===== src/rtl/rr_arb_pkg.sv =====
// rtl/rr_arb_pkg.sv - shared constants, state type and helpers for the 8-way round-robin arbiter
//   NUM_REQ : number of requesters
//   IDX_W   : width of an encoded requester index
//   state_t : arbiter FSM state (IDLE, GRANT)
//   onehot  : index -> one-hot grant vector
package rr_arb_pkg;

  localparam int NUM_REQ = 8;
  localparam int IDX_W   = 3;

  typedef enum logic [0:0] {
    IDLE  = 1'b0,
    GRANT = 1'b1
  } state_t;

  function automatic logic [NUM_REQ-1:0] onehot(input logic [IDX_W-1:0] idx);
    logic [NUM_REQ-1:0] vec;
    vec      = '0;
    vec[idx] = 1'b1;
    return vec;
  endfunction

endpackage


===== src/rtl/rr_prio_enc_8.sv =====
// rtl/rr_prio_enc_8.sv - masked priority encoder picking the round-robin winner
//   req       in  [7:0] request vector
//   ptr       in  [2:0] round-robin start position
//   win_idx   out [2:0] lowest requesting index at or above ptr, else lowest overall
//   win_valid out       any request present
module rr_prio_enc_8
  import rr_arb_pkg::*;
(
  input  logic [NUM_REQ-1:0] req,
  input  logic [IDX_W-1:0]   ptr,
  output logic [IDX_W-1:0]   win_idx,
  output logic               win_valid
);

  logic [NUM_REQ-1:0] mask;
  logic [NUM_REQ-1:0] masked_req;
  logic [IDX_W-1:0]   masked_idx;
  logic               masked_valid;
  logic [IDX_W-1:0]   plain_idx;

  always_comb begin
    // Keep only requesters at or above ptr; bits below ptr are cleared.
    mask       = ~((NUM_REQ'(1) << ptr) - NUM_REQ'(1));
    masked_req = req & mask;

    masked_idx   = '0;
    masked_valid = 1'b0;
    plain_idx    = '0;
    // Scan downward so the lowest set bit is the last one written.
    for (int i = NUM_REQ - 1; i >= 0; i--) begin
      if (masked_req[i]) begin
        masked_idx   = IDX_W'(i);
        masked_valid = 1'b1;
      end
      if (req[i]) begin
        plain_idx = IDX_W'(i);
      end
    end

    // Nothing at or above ptr: wrap around to the lowest requester overall.
    win_idx   = masked_valid ? masked_idx : plain_idx;
    win_valid = |req;
  end

endmodule


===== src/rtl/rr_arbiter_8.sv =====
// rtl/rr_arbiter_8.sv - 8-requester round-robin arbiter with hold limit and enable
//   clk       in        rising-edge clock
//   rst_n     in        asynchronous active-low reset
//   en        in        arbitration enable; low releases any grant and blocks new ones
//   req       in  [7:0] request vector, held for the whole transaction
//   gnt       out [7:0] registered one-hot grant
//   gnt_idx   out [2:0] encoded index of the grant, 0 when idle
//   gnt_valid out       any grant active
//   timeout   out       one-cycle pulse after a release forced by the hold limit
module rr_arbiter_8
  import rr_arb_pkg::*;
#(
  parameter int MAX_HOLD = 16,
  parameter int HOLD_W   = 5
) (
  input  logic               clk,
  input  logic               rst_n,
  input  logic               en,
  input  logic [NUM_REQ-1:0] req,
  output logic [NUM_REQ-1:0] gnt,
  output logic [IDX_W-1:0]   gnt_idx,
  output logic               gnt_valid,
  output logic               timeout
);

  localparam logic [HOLD_W-1:0] HOLD_LIMIT = HOLD_W'(MAX_HOLD);
  localparam logic [HOLD_W-1:0] HOLD_ONE   = HOLD_W'(1);

  state_t             state, state_d;
  logic [IDX_W-1:0]   ptr, ptr_d;
  logic [HOLD_W-1:0]  hold, hold_d;
  logic [NUM_REQ-1:0] gnt_d;
  logic [IDX_W-1:0]   gnt_idx_d;
  logic               gnt_valid_d;
  logic               timeout_d;

  logic               held_req;
  logic               hold_limit;
  logic               release_grant;
  logic [IDX_W-1:0]   arb_ptr;
  logic [IDX_W-1:0]   win_idx;
  logic               win_valid;

  // Release decision for the current holder.
  always_comb begin
    held_req      = req[gnt_idx];
    hold_limit    = (MAX_HOLD != 0) && (hold == HOLD_LIMIT);
    release_grant = (state == GRANT) && (!held_req || !en || hold_limit);
    // On release, re-arbitrate this cycle from the slot after the holder so
    // the handover costs no idle cycle. Index arithmetic wraps 7 -> 0.
    arb_ptr       = release_grant ? (gnt_idx + IDX_W'(1)) : ptr;
  end

  rr_prio_enc_8 u_prio_enc (
    .req       (req),
    .ptr       (arb_ptr),
    .win_idx   (win_idx),
    .win_valid (win_valid)
  );

  always_comb begin
    state_d     = state;
    ptr_d       = ptr;
    hold_d      = hold;
    gnt_d       = gnt;
    gnt_idx_d   = gnt_idx;
    gnt_valid_d = gnt_valid;
    timeout_d   = 1'b0;

    unique case (state)
      IDLE: begin
        if (en && win_valid) begin
          state_d     = GRANT;
          gnt_d       = onehot(win_idx);
          gnt_idx_d   = win_idx;
          gnt_valid_d = 1'b1;
          hold_d      = HOLD_ONE;
        end
      end

      GRANT: begin
        if (!release_grant) begin
          // Saturate so an unlimited hold (MAX_HOLD = 0) never wraps.
          if (hold != '1) begin
            hold_d = hold + HOLD_ONE;
          end
        end else begin
          ptr_d     = arb_ptr;
          // Pulse only when the hold limit alone forced the release.
          timeout_d = hold_limit && held_req && en;
          if (en && win_valid) begin
            gnt_d       = onehot(win_idx);
            gnt_idx_d   = win_idx;
            gnt_valid_d = 1'b1;
            hold_d      = HOLD_ONE;
          end else begin
            state_d     = IDLE;
            gnt_d       = '0;
            gnt_idx_d   = '0;
            gnt_valid_d = 1'b0;
            hold_d      = '0;
          end
        end
      end

      default: begin
        state_d     = IDLE;
        gnt_d       = '0;
        gnt_idx_d   = '0;
        gnt_valid_d = 1'b0;
        hold_d      = '0;
      end
    endcase
  end

  always_ff @(posedge clk or negedge rst_n) begin
    if (!rst_n) begin
      state     <= IDLE;
      ptr       <= '0;
      hold      <= '0;
      gnt       <= '0;
      gnt_idx   <= '0;
      gnt_valid <= 1'b0;
      timeout   <= 1'b0;
    end else begin
      state     <= state_d;
      ptr       <= ptr_d;
      hold      <= hold_d;
      gnt       <= gnt_d;
      gnt_idx   <= gnt_idx_d;
      gnt_valid <= gnt_valid_d;
      timeout   <= timeout_d;
    end
  end

  a_gnt_onehot0 : assert property (@(posedge clk) disable iff (!rst_n) $onehot0(gnt));
  a_gnt_idx     : assert property (@(posedge clk) disable iff (!rst_n)
                                   gnt_valid |-> (gnt == onehot(gnt_idx)));
  a_gnt_valid   : assert property (@(posedge clk) disable iff (!rst_n) gnt_valid == (|gnt));

endmodule


===== config.mk =====
export PLATFORM = sky130hd
export DESIGN_NAME = rr_arbiter_8
export DESIGN_NICKNAME = d
export VERILOG_FILES = /design/src/rtl/rr_arb_pkg.sv /design/src/rtl/rr_prio_enc_8.sv /design/src/rtl/rr_arbiter_8.sv
export SDC_FILE = /design/constraint.sdc
export NUM_CORES = 1
export LEC_CHECK = 0
export ABC_AREA = 1
export CAP_MARGIN = 20
export CORE_UTILIZATION = 45
export DETAILED_ROUTE_END_ITERATION = 6
export GPL_TIMING_DRIVEN = 0
export PLACE_DENSITY = 0.69
export SLEW_MARGIN = 10
export SYNTH_ARGS = -nofsm -noshare
export SYNTH_HDL_FRONTEND = slang
export SYNTH_SLANG_ARGS = --single-unit

===== constraint.sdc =====
create_clock -name clk -period 3.06 [get_ports clk]
set_clock_uncertainty 0.05 [all_clocks]
set_input_delay 0.306 -clock clk [delete_from_list [all_inputs] [get_ports clk]]
set_output_delay 0.306 -clock clk [all_outputs]
set_load 0.05 [all_outputs]

==> run metrics <==
core area=3337 sq um; Worst Path Buf+Inv=3; synthesized area=1559 sq um; DRC=0; Cells after Synth=221; R2R Setup Slk=0.19 ns; CTS root buffer=clkbuf_4; sequential cell area fraction in the yosys report=0.3531; n_diodes=0; Filler Cell Count=328; Chip Height=60.86 microns; Die Wd=60.86 microns; fin crit share=0.9364; initial drt markers=56; distinct cell type count after synthesis=27; syn avg cell area=7.054 sq um; synth top area cells=dfrtp_1, nand2_1, inv_1, nand3_1, nand3_2; nets=272; initial antenna violation count=0; Vias/cell=4.734; detailed-route wire length=3474 microns; Reg2Reg Launch Point=gnt_idx[0]; port buffer count=23; CTS clk-pin slew, worst paths=0.13 ns; Max Freq=349.0 MHz; Least-Margin Pin Slew=0.5025 ns; Initial Util=0.4672; Worst Hold Class=in2async; Ports=24; Clk Latency, worst-skew pair=0.32 ns; clock sink count=22; Worst VDD drop=0.0004874 V; maximum clock insertion buffer count=2; first-pass GRT wire length=5954 microns; die area=3704 sq um; DRT antenna net count=0; final worst path period need=2.865 ns; most common cell in the netlist=nand2_1; gpl congestion=0.7865; drt first pass iters=4; final hold violation count=0; placed cells=290; Most used DFF post-synth=dfrtp_1; hold_buf cts=0; Avg WL per Cell=11.54 microns; DR vias=1425; Total GRT Usage=0.2154; Slowest cell on crit path=dfrtp_2; Worst R2R End=gnt[4]; most common library cells after synthesis=nand2_1, inv_1, dfrtp_1; required time worst endpoint=3.28 ns; setup TNS=0 ns; vias in the first global route=1399; Post-synth EDFFs=0; Synth area leader=dfrtp_1; CP Class=reg2reg; power per cell area=954.3 nW/um^2; Finished Layout Cells=301; family with the most delay on the worst path=simple AND/OR/NAND/NOR gates; Synth top area share=0.3531; H-tree depth=1; FF/Latch Area=553.0 sq um; startpoint types=register; Data arrival, critical path=3.08 ns; Leakage=1.114 nW; Synth Warn #=0; CP max FO=6; Core Util, Final=0.5988; CTS buffer count=3; cell-by-cell trace of the critical path=buf_4, ha_1, xor2_1, nand3b_1, nand2_2, nand3_2, ha_2, inv_1, nand4_1, buf_4, a31oi_1, nand2_1, nand2_2, nand2_4, nor2_1, nand4_1, nand2_1; max_cap viols=0; Setup violations, final=0; synth-to-layout area growth=28.17%; Remaining Overflow, GRT=0; Final HPWL DP=2650 microns; Yosys reg bits=22; Worst slew margin=0.6639; Worst Reg-to-Reg Cells=17; TritonCTS clock tree=built; area of the multi-input gates=880.8 sq um; total power=1.907 mW; layout cell share with drive strength beyond 1=0.1922; syn_nets=237; CP max stage delay=0.47 ns; row cnt=21; largest net degree at the start of global routing=23; Setup crit end kind=register; ys async rst share=1.000; Slew Limit Fails=0; status=completed
[per-stage QoR]
| stage | setup slack [ns] | instance area, sq um | hold slack [ns] |
|---|---|---|---|
| floorplan | 0.1603 | 1559 | -0.03959 |
| global placement | -0.2051 | 1847 | 0.4073 |
| detailed placement | -0.2438 | 1847 | 0.4077 |
| CTS | 0.07899 | 1899 | 0.4396 |
| global route | -0.02088 | 1998 | 0.2140 |
| finish | 0.1947 | 1998 | 0.2057 |
[worst max-delay path by stage]
stage / startpoint / end / cells after the start
global placement: req[7] / gnt[4] / 22
detailed placement: req[7] / gnt[4] / 22
global route: hold[0] / gnt[6] / 22
finish: gnt_idx[0] / gnt[4] / 17
floorplan: gnt_idx[0] / gnt[6] / 21
CTS: req[7] / gnt[4] / 22
[area by class of cell]
type	count	share of cell area
clock inverters	1	0.01503
multi-input cells	160	0.4408
well taps	46	0.02880
flip-flops and latches	22	0.2768
plain buffers	2	0.004383
inverters	37	0.06951
repair buffers	30	0.1534
clock buffers	3	0.01127
[placed cells by master, fill, tap and decap left out, drive strengths merged]
cell / Yosys / final
a21oi: 3 / 3
a31oi: 1 / 1
buf: 1 / 8
bufinv: 0 / 1
clkbuf: 1 / 4
clkdlybuf4s50: 0 / 15
dfrtp: 22 / 22
dlymetal6s2s: 0 / 8
ha: 5 / 5
inv: 37 / 37
nand2: 87 / 87
nand3: 24 / 24
nand3b: 2 / 2
nand4: 8 / 8
nor2: 12 / 12
nor3: 4 / 4
nor4: 1 / 1
o211ai: 1 / 1
o21ai: 7 / 7
o22ai: 1 / 1
or2: 1 / 1
xor2: 3 / 3
[state kept, by name, summed over array words and instances, names as in the netlist]
| name | count |
|---|---|
| hold | 5 |
| gnt_valid | 1 |
| gnt | 8 |
| state | 1 |
| timeout | 1 |
| gnt_idx | 3 |
| ptr | 3 |
[kinds of logic (layout without fill, tap and decap cells)]
group / count (synthesis) / count (layout) / share of synthesized area
buf+inv: 39 / 73 / 0.09470
compound gates: 13 / 13 / 0.04495
flops: 22 / 22 / 0.3531
simple gates: 139 / 139 / 0.4502
xor+xnor: 3 / 3 / 0.01686
fa+ha+maj: 5 / 5 / 0.04013
[layer usage]
layer / share of wire / up-vias / GRT usage
met5: 0 / - / 0
met3: 0.028 / 2 / 0.04264
met2: 0.47 / 22 / 0.3673
met4: 0.0043 / 0 / 0.04221
li1: - / 765 / -
met1: 0.50 / 636 / 0.2850
[report_power, final]
| part | total, mW | leakage, nW | switching [mW] | internal (mW) |
|---|---|---|---|---|
| logic | 1.24 | 0.802 | 0.818 | 0.423 |
| registers | 0.438 | 0.284 | 0.0596 | 0.378 |
| clock network | 0.228 | 0.0279 | 0.0955 | 0.133 |
| total | 1.91 | 1.11 | 0.973 | 0.934 |
[what timing repair did]
item / in CTS / in global routing
setup endpoints to repair: 0 / 9
gates resized for setup: 0 / 17
setup buffers: 0 / 6
Power figures use the tool's default switching activity.
